## src/rtl/uart_tx_feeder.sv

```systemverilog
// uart_tx_feeder: word FIFO plus launch sequencer feeding the UART2 transmit port.
// Each buffered word is presented as a one-cycle strobe while the transmitter is idle.
// After launching, the sequencer waits for TX_BUSY to rise before releasing the next word.
module uart_tx_feeder #(
  parameter int DATA_W  = 16,
  parameter int ADDR_W  = 4,
  parameter int HOLDOFF = 4
) (
  input  logic              CLK,
  input  logic              RST,
  input  logic [DATA_W-1:0] WR_DATA,
  input  logic              WR_EN,
  input  logic              FLUSH,
  output logic              FULL,
  output logic              EMPTY,
  output logic [ADDR_W:0]   LEVEL,
  output logic              OVERFLOW,
  output logic [DATA_W-1:0] TX_DATA,
  output logic              TX_DATA_VAL,
  input  logic              TX_BUSY
);

  localparam int              DEPTH     = 1 << ADDR_W;
  localparam logic [ADDR_W:0] PTR_ONE   = {{ADDR_W{1'b0}}, 1'b1};
  localparam logic [3:0]      HOLD_LAST = 4'(HOLDOFF - 1);

  typedef enum logic [1:0] {
    IDLE,
    ARM,
    DRAIN
  } state_t;

  logic [DATA_W-1:0] mem [DEPTH];

  logic [ADDR_W:0]   wr_ptr_q, wr_ptr_d;
  logic [ADDR_W:0]   rd_ptr_q, rd_ptr_d;
  logic [ADDR_W:0]   level_q, level_d;
  logic              overflow_q, overflow_d;
  logic [DATA_W-1:0] tx_data_q, tx_data_d;
  logic              tx_val_q, tx_val_d;
  logic [3:0]        cnt_q, cnt_d;
  state_t            state_q, state_d;

  logic full, empty, push, launch;

  // Full when the pointers differ only in the wrap bit; empty when identical.
  assign empty  = (wr_ptr_q == rd_ptr_q);
  assign full   = (wr_ptr_q[ADDR_W] != rd_ptr_q[ADDR_W]) &&
                  (wr_ptr_q[ADDR_W-1:0] == rd_ptr_q[ADDR_W-1:0]);
  assign push   = WR_EN && !full && !FLUSH;
  // A flush discards the head word, so no launch is started in that cycle.
  assign launch = (state_q == IDLE) && !empty && !TX_BUSY && !FLUSH;

  // Pointer, level and sticky overflow updates; flush overrides push and pop.
  always_comb begin
    wr_ptr_d   = wr_ptr_q;
    rd_ptr_d   = rd_ptr_q;
    overflow_d = overflow_q;
    if (FLUSH) begin
      wr_ptr_d   = '0;
      rd_ptr_d   = '0;
      overflow_d = 1'b0;
    end else begin
      if (push) begin
        wr_ptr_d = wr_ptr_q + PTR_ONE;
      end
      if (launch) begin
        rd_ptr_d = rd_ptr_q + PTR_ONE;
      end
      if (WR_EN && full) begin
        overflow_d = 1'b1;
      end
    end
    level_d = wr_ptr_d - rd_ptr_d;
  end

  // Launch sequencer: strobe a word, then watch for TX_BUSY or give up after the holdoff.
  always_comb begin
    state_d   = state_q;
    cnt_d     = cnt_q;
    tx_data_d = tx_data_q;
    tx_val_d  = 1'b0;
    case (state_q)
      IDLE: begin
        if (launch) begin
          tx_data_d = mem[rd_ptr_q[ADDR_W-1:0]];
          tx_val_d  = 1'b1;
          cnt_d     = '0;
          state_d   = ARM;
        end
      end
      ARM: begin
        if (TX_BUSY) begin
          state_d = DRAIN;
        end else if (cnt_q == HOLD_LAST) begin
          state_d = IDLE;
        end else begin
          cnt_d = cnt_q + 4'd1;
        end
      end
      DRAIN: begin
        if (!TX_BUSY) begin
          state_d = IDLE;
        end
      end
      default: begin
        state_d = IDLE;
      end
    endcase
  end

  // Word storage; contents are deliberately left unreset.
  always_ff @(posedge CLK) begin
    if (push) begin
      mem[wr_ptr_q[ADDR_W-1:0]] <= WR_DATA;
    end
  end

  // State registers with synchronous reset.
  always_ff @(posedge CLK) begin
    if (RST) begin
      wr_ptr_q   <= '0;
      rd_ptr_q   <= '0;
      level_q    <= '0;
      overflow_q <= 1'b0;
      tx_data_q  <= '0;
      tx_val_q   <= 1'b0;
      cnt_q      <= '0;
      state_q    <= IDLE;
    end else begin
      wr_ptr_q   <= wr_ptr_d;
      rd_ptr_q   <= rd_ptr_d;
      level_q    <= level_d;
      overflow_q <= overflow_d;
      tx_data_q  <= tx_data_d;
      tx_val_q   <= tx_val_d;
      cnt_q      <= cnt_d;
      state_q    <= state_d;
    end
  end

  assign FULL        = full;
  assign EMPTY       = empty;
  assign LEVEL       = level_q;
  assign OVERFLOW    = overflow_q;
  assign TX_DATA     = tx_data_q;
  assign TX_DATA_VAL = tx_val_q;

endmodule
```

## config.mk

```make
export PLATFORM = sky130hd
export DESIGN_NAME = uart_tx_feeder
export DESIGN_NICKNAME = d
export VERILOG_FILES = /design/src/rtl/uart_tx_feeder.sv
export SDC_FILE = /design/constraint.sdc
export NUM_CORES = 1
export LEC_CHECK = 0
export ABC_CLOCK_PERIOD_IN_PS = 2800
export CAP_MARGIN = 15
export CORE_ASPECT_RATIO = 2
export CORE_MARGIN = 3
export CORE_UTILIZATION = 54
export DETAILED_ROUTE_END_ITERATION = 8
export GPL_TIMING_DRIVEN = 0
export HOLD_SLACK_MARGIN = 0.15
export PLACE_DENSITY_LB_ADDON = 0.05
export SYNTH_ARGS = -nofsm -noshare
export SYNTH_HDL_FRONTEND = slang
export SYNTH_SLANG_ARGS = --single-unit
```

## constraint.sdc

```tcl
create_clock -name CLK -period 2.8 [get_ports CLK]
set_input_delay 0.84 -clock CLK [delete_from_list [all_inputs] [get_ports CLK]]
set_output_delay 0.84 -clock CLK [all_outputs]
set_load 0.02 [all_outputs]
```

=== Yosys cells after proc, flatten, opt, wreduce, memory -nomap -nowiden ===
Memories as Yosys holds them, arrays and structs flattened. A register that Yosys moved wholly into a read port is not among the register bits.
Cells that the tools add are included.

* Register bits: 23
* Memories: 1
* Output and inout port bits: 25
* Bits of input ports: 21
* RAM bits: 256
* Word-level logic and storage cells: 58

* Multiplexer cells: 16
* Bitwise operators: 1
* Reduce and logical (&&, ||, !) cells: 18
* Eq/ne operators: 11
* Add/sub/neg operators: 4

{| class="wikitable"
|+ Memory list
! memory !! depth !! width !! rd ports !! clocked after memory_dff !! wr ports !! line !! source
|-
| mem || 16 || 16 || 1 || 1 || 1 || 33 || <nowiki>logic [DATA_W-1:0] mem [DEPTH];</nowiki>
|}

{| class="wikitable"
|+ Operators with widths
! kind !! number
|-
| $mux W5 || 4
|-
| $mux W4 || 3
|-
| $add A5 B1 Y5 const B || 2
|-
| $mux W2 || 4
|-
| $ne A2 B2 Y1 const B || 4
|-
| $pmux W4 S2 || 1
|-
| $logic_and A1 B1 Y1 || 7
|-
| $pmux W2 S3 || 1
|-
| $eq A5 B5 Y1 || 1
|-
| $sub A5 B5 Y5 || 1
|-
| $add A4 B1 Y4 const B || 1
|-
| $eq A4 B2 Y1 const B || 1
|-
| $eq A4 B4 Y1 || 1
|-
| $logic_not A1 Y1 || 4
|-
| $reduce_and A4 Y1 || 1
|-
| $reduce_or A2 Y1 || 2
|-
| $mux W1 || 3
|-
| $ne A3 B3 Y1 const B || 1
|-
| $reduce_and A3 Y1 || 1
|-
| $eq A2 B1 Y1 const B || 1
|-
| $eq A2 B2 Y1 const B || 1
|-
| $logic_not A2 Y1 || 1
|-
| $reduce_and A2 Y1 || 1
|-
| $reduce_bool A2 Y1 || 1
|-
| 2 further kinds || 2
|}

=== Logic depth before layout (Yosys ltp) ===
* Word-level depth: 8
* Mapped depth: 14
* Depth with buffers taken out: 12

=== Worst setup path before layout ===
No wires, ideal clock.

* Path type: input port to flip-flop
* Start: input port FLUSH
* End: register level_q[4] (netlist: LEVEL[4])
* Arrival time: 2.618 ns
* Data required time: 2.677 ns
* Path buffers: 2
* Path slack: 0.059 ns
* Stages: 10
* Library setup time: 0.123 ns
* Cell sequence: clkbuf_1 clkbuf_1 or2_1 ha_1 fa_1 nor2b_1 o21ai_0 nand2_1 nor2_1 mux2_1

* Cells in the longest elaborated chain, start to end: 5
* Elaborated cells on any way between the ends: 8
* Those cells by class: add/sub: 1; mux: 4; reduce/logical: 3

{| class="wikitable"
|+ RTL lines
! element !! line !! source
|-
| start: declaration || 13 || <nowiki>input logic FLUSH,</nowiki>
|-
| $logic_not A1 Y1 || 50, 52 ||
|-
| $logic_and A1 B1 Y1, on equally long branches || 50, 52 ||
|-
| $mux W5, on equally long branches || 64, 67 ||
|-
| $mux W5 || 59 || <nowiki>if (FLUSH) begin</nowiki>
|-
| $sub A5 B5 Y5 (*) || 74 || <nowiki>level_d = wr_ptr_d - rd_ptr_d;</nowiki>
|-
| end signal: assignment || 133 || <nowiki>level_q <= level_d;</nowiki>
|-
| end: declaration || 37 || <nowiki>logic [ADDR_W:0] level_q, level_d;</nowiki>
|}

Every way passes the cells marked *; elsewhere a longest branch is shown, timed or not.
A chain may end at the register's enable or synchronous reset.

=== Final worst setup path ===
* Start: register rd_ptr_q[2]
* End: register level_q[4] (netlist: LEVEL[4])

* Cells in the longest elaborated chain, start to end: 8
* Elaborated cells on any way between the ends: 16
* Those cells by class: add/sub: 2; eq/ne: 2; mux: 4; reduce/logical: 8

{| class="wikitable"
|+ RTL lines
! element !! line !! source
|-
| start: declaration || 36 || <nowiki>logic [ADDR_W:0] rd_ptr_q, rd_ptr_d;</nowiki>
|-
| start signal: assignment || 132 || <nowiki>rd_ptr_q <= rd_ptr_d;</nowiki>
|-
| parallel branches: the longest is 7 deep, another holds $add A5 B1 Y5 || n/a ||
|-
| $sub A5 B5 Y5 (*) || 74 ||
|}

Every way passes the cells marked *.

==> reports/results.tsv <==
stage	metric	value	unit
die	Die W	110	um
global_routing	global routing usage on met3	2.15	%
global_routing	via count of the first global-routing pass	6405	
worst_setup_path	critical path cell sequence	xnor2_4 -> and4_1 -> buf_6 -> a21oi_4 -> xnor2_2 -> or2_1 -> ha_2 -> fa_2 -> nor2b_4 -> o21ai_2 -> nand2_1 -> nor2_1 -> mux2_4	
layout	number of diodes	0	
synthesis	primary flip-flop cell chosen by synthesis mapping	sky130_fd_sc_hd__edfxtp_1	
synthesis	total nets after synthesis	617	
worst_setup_path	Slowest cell on crit path	sky130_fd_sc_hd__fa_2	
sta	worst rel slew slack	32.2	%
synthesis	portion of synthesized cell area occupied by the leading cell type	66.3	%
synthesis	mean post-synth cell area	19.9	um2
sta	min cycle time layout	2.74	ns
clocking	maximum level of the CTS H-tree	1	
detailed_routing	first-pass detailed-route iteration total	5	
clocking	total clock buffers created by CTS	25	
worst_setup_path	Req. time, crit path	3.20	ns
clocking	Clock Sink Count	295	
sta	Max Fclk	365	MHz
global_routing	Overall Global Routing Usage	23.7	%
placement	routability congestion estimate from global placement	0.876	
worst_setup_path	nature of the critical path endpoint	flop	
clocking	CTS hold repair buffers	0	
die	starting utilization of the core area	55.2	%
sta	Slew Viols, Final	0	
global_routing	number of antenna violations at the first check in global routing	0	
pwr	Power Total	8.93	mW
sta	actual slew at the worst max-slew pin	1.02	ns
synthesis	mapped cell area	11600	um2
clocking	clock root cell	sky130_fd_sc_hd__clkbuf_16	
global_routing	maximum number of pins on one net before global-route repair	18	
sta	share of the cycle needed by the critical path after routing	97.9	%
status	result of the run	finished clean	
synthesis	Seq/Total Area, Yosys	73.0	%
synthesis	cell type with the highest aggregate area in the netlist	sky130_fd_sc_hd__edfxtp_1	
placement	IO buf count	45	
worst_setup_path	crit path buf inv count	1	
clocking	CTS tree	done	
run	number of violations of the max-capacitance limit	0	
global_routing	wire length of the first global-routing pass	39.1	mm
min_path	worst hold path cell count	1	
worst_setup_path	Register-to-Register Path Depth	13	
worst_setup_path	Max stage delay on crit path	0.42	ns
die	Core Box Area	21000	um2
worst_setup_path	cell family with most CP delay	simple AND/OR/NAND/NOR gates	
sta	setup TNS after final layout	0	ns
worst_setup_path	count of cell instances traversed by the critical path	13	
synthesis	cell count after synthesis	584	
sta	setup repair after global routing missed its margin	yes	
worst_setup_path	type of origin of the critical path	flop	
sta	final worst hold slack	0.472	ns
die	area of the die	23400	um2
detailed_routing	drt via density	6.09	
layout	Layout Nets	703	
clocking	maximum count of clock buffers along a single path	3	
clocking	clock insertion delay at the later pin of the skew report	0.52	ns
die	floorplan die height	213	um
layout	commonest non-fill, non-tap cell in the layout	sky130_fd_sc_hd__edfxtp_1	
placement	placed cell area	12400	um2
layout	share of layout cells above drive strength 1	27.0	%
detailed_routing	total via count in the routed design	5831	
placement	detailed placer's ending HPWL	17.3	mm
pwr	IR drop worst, VDD	0.408	mV
synthesis	Synthesis Warnings	0	
synthesis	top area cells in the synthesized netlist	sky130_fd_sc_hd__edfxtp_1 66%, sky130_fd_sc_hd__mux4_2 12%, sky130_fd_sc_hd__dfxtp_1 6.7%	
worst_setup_path	Max Fanout on Critical Path	3	
detailed_routing	routed len/inst	27.4	um
sta	Hold Fails Final Rpt	0	
detailed_routing	post-route antenna net violation count	0	
layout	post-route cell area	13600	um2
worst_setup_path	arrival time at the worst endpoint	3.14	ns
pwr	power per standard cell area	656	nW/um2
sta	count of endpoints failing setup in the final report	0	
layout	FILL cells	1474	
global_routing	overall overflow remaining after global route	0	
detailed_routing	Initial DRC Count	346	
clocking	clock edge transition at the registers on the reported setup and hold paths	0.07	ns
worst_setup_path	CP Class	reg2reg	
global_routing	global routing's busiest layer	met2	
layout	leading cell types in the layout, fill and taps excluded	256 x sky130_fd_sc_hd__edfxtp_1, 64 x sky130_fd_sc_hd__mux4_2, 41 x sky130_fd_sc_hd__clkdlybuf4s50_1	
die	ports placed on the boundary	46	
synthesis	Seq cells post-synth	295	
pwr	P_leak	4.31	nW
detailed_routing	total routed wirelength	26.3	mm
layout	area growth from synthesis to layout	17.3	%
layout	Layout Utilization	64.7	%
min_path	class of the worst hold path	reg2reg	
synthesis	number of enable flip-flop cells after synthesis	256	
global_routing	met1 demand-to-capacity share in global routing	25.7	%
synthesis	post-synth cell types	51	
synthesis	proportion of register bits with asynchronous set or reset after synthesis	0	%
global_routing	met2 GRT Util	45.3	%
die	number of standard-cell rows in the floorplan	75	
sta	clock tree skew after final layout	0.0147	ns
detailed_routing	DRC violation count after routing	0	
[Yosys cell counts (3+ instances only)]
cell,instances
sky130_fd_sc_hd__a21oi_1,4
sky130_fd_sc_hd__a221oi_1,10
sky130_fd_sc_hd__a221oi_2,6
sky130_fd_sc_hd__a22o_1,16
sky130_fd_sc_hd__and2_1,13
sky130_fd_sc_hd__and4_1,5
sky130_fd_sc_hd__buf_1,3
sky130_fd_sc_hd__buf_2,8
sky130_fd_sc_hd__buf_4,4
sky130_fd_sc_hd__buf_6,6
sky130_fd_sc_hd__clkbuf_1,11
sky130_fd_sc_hd__dfxtp_1,39
sky130_fd_sc_hd__edfxtp_1,256
sky130_fd_sc_hd__ha_1,11
sky130_fd_sc_hd__inv_1,7
sky130_fd_sc_hd__mux2i_1,3
sky130_fd_sc_hd__mux4_2,64
sky130_fd_sc_hd__nand2_1,4
sky130_fd_sc_hd__nand3_1,3
sky130_fd_sc_hd__nor2_1,32
sky130_fd_sc_hd__nor2b_1,4
sky130_fd_sc_hd__nor3_1,4
sky130_fd_sc_hd__o211ai_1,4
sky130_fd_sc_hd__o2bb2ai_1,16
sky130_fd_sc_hd__or2_1,3
sky130_fd_sc_hd__or2_2,4
sky130_fd_sc_hd__xnor2_1,10
sky130_fd_sc_hd__xor2_1,6
[final timing paths]
check / slack, ns / to / start
max: 0.06 / LEVEL[4]$_SDFF_PP0_ / rd_ptr_q[2]$_SDFF_PP0_
min: 0.47 / TX_DATA[2]$_SDFFE_PP0P_ / TX_DATA[2]$_SDFFE_PP0P_
max reg2reg: 0.06 / LEVEL[4]$_SDFF_PP0_ / rd_ptr_q[2]$_SDFF_PP0_
min reg2reg: 0.47 / TX_DATA[2]$_SDFFE_PP0P_ / TX_DATA[2]$_SDFFE_PP0P_
[power by group]
| group | internal [mW] | switching, mW |
|---|---|---|
| clock | 2.29 | 1.53 |
| sequential | 4.79 | 0.0122 |
| combinational | 0.129 | 0.175 |
[cell families after synthesis]
family	after synthesis	share of synthesized area, %
flip-flops	295	73.0
AO/OA/AOI/OAI	70	5.46
adder cells (fa/ha/maj)	12	1.36
buffers and inverters	40	2.00
multiplexers	68	12.8
AND/OR/NAND/NOR	81	3.86
XOR/XNOR	18	1.49
[sequential cells by signal, indices dropped and copies added (netlist names)]
register and cells:
TX_DATA_VAL 1, OVERFLOW 1, cnt_q 4, LEVEL 5
rd_ptr_q 5, TX_DATA 16, mem 256, state_q 2
wr_ptr_q 5
[repair_timing]
| action | 4_1_cts | 5_1_grt |
|---|---|---|
| pin swaps | 9 | 11 |
| setup buffers | 6 | 9 |
| resized for setup | 35 | 20 |
| endpoints found under the setup margin | 100 | 65 |
| gates cloned | 1 | 0 |
[layout make-up]
type                            count  area, um2  area share [%]
Inverter                            7       26.3           0.193
Clock buffer                       27        633            4.66
Timing Repair Buffer               61        573            4.21
Buffer                             30        196            1.44
Tap cell                          269        337            2.48
Sequential cell                   295       8490            62.5
Multi-Input combinational cell    250       3070            22.6
Clock inverter                     18        272            2.00
[metal layers]
| layer | vias up | share of wire (%) | routed length, um |
|---|---|---|---|
| li1 | 2573 | - | - |
| met1 | 3053 | 34 | 9000 |
| met2 | 149 | 58 | 15300 |
| met3 | 56 | 2.9 | 754 |
| met4 | 0 | 4.5 | 1190 |
| met5 | - | 0 | 0 |
[stage by stage]
step / instances / setup WS, ns
6_report: 957 / 0.0578
5_1_grt: 957 / -0.0286
4_1_cts: 950 / 0.00381
3_5_place_dp: 899 / -0.816
3_3_place_gp: 898 / -0.803
2_1_floorplan: 584 / 0.0587
Note: power is estimated with default switching activity, not from simulation.
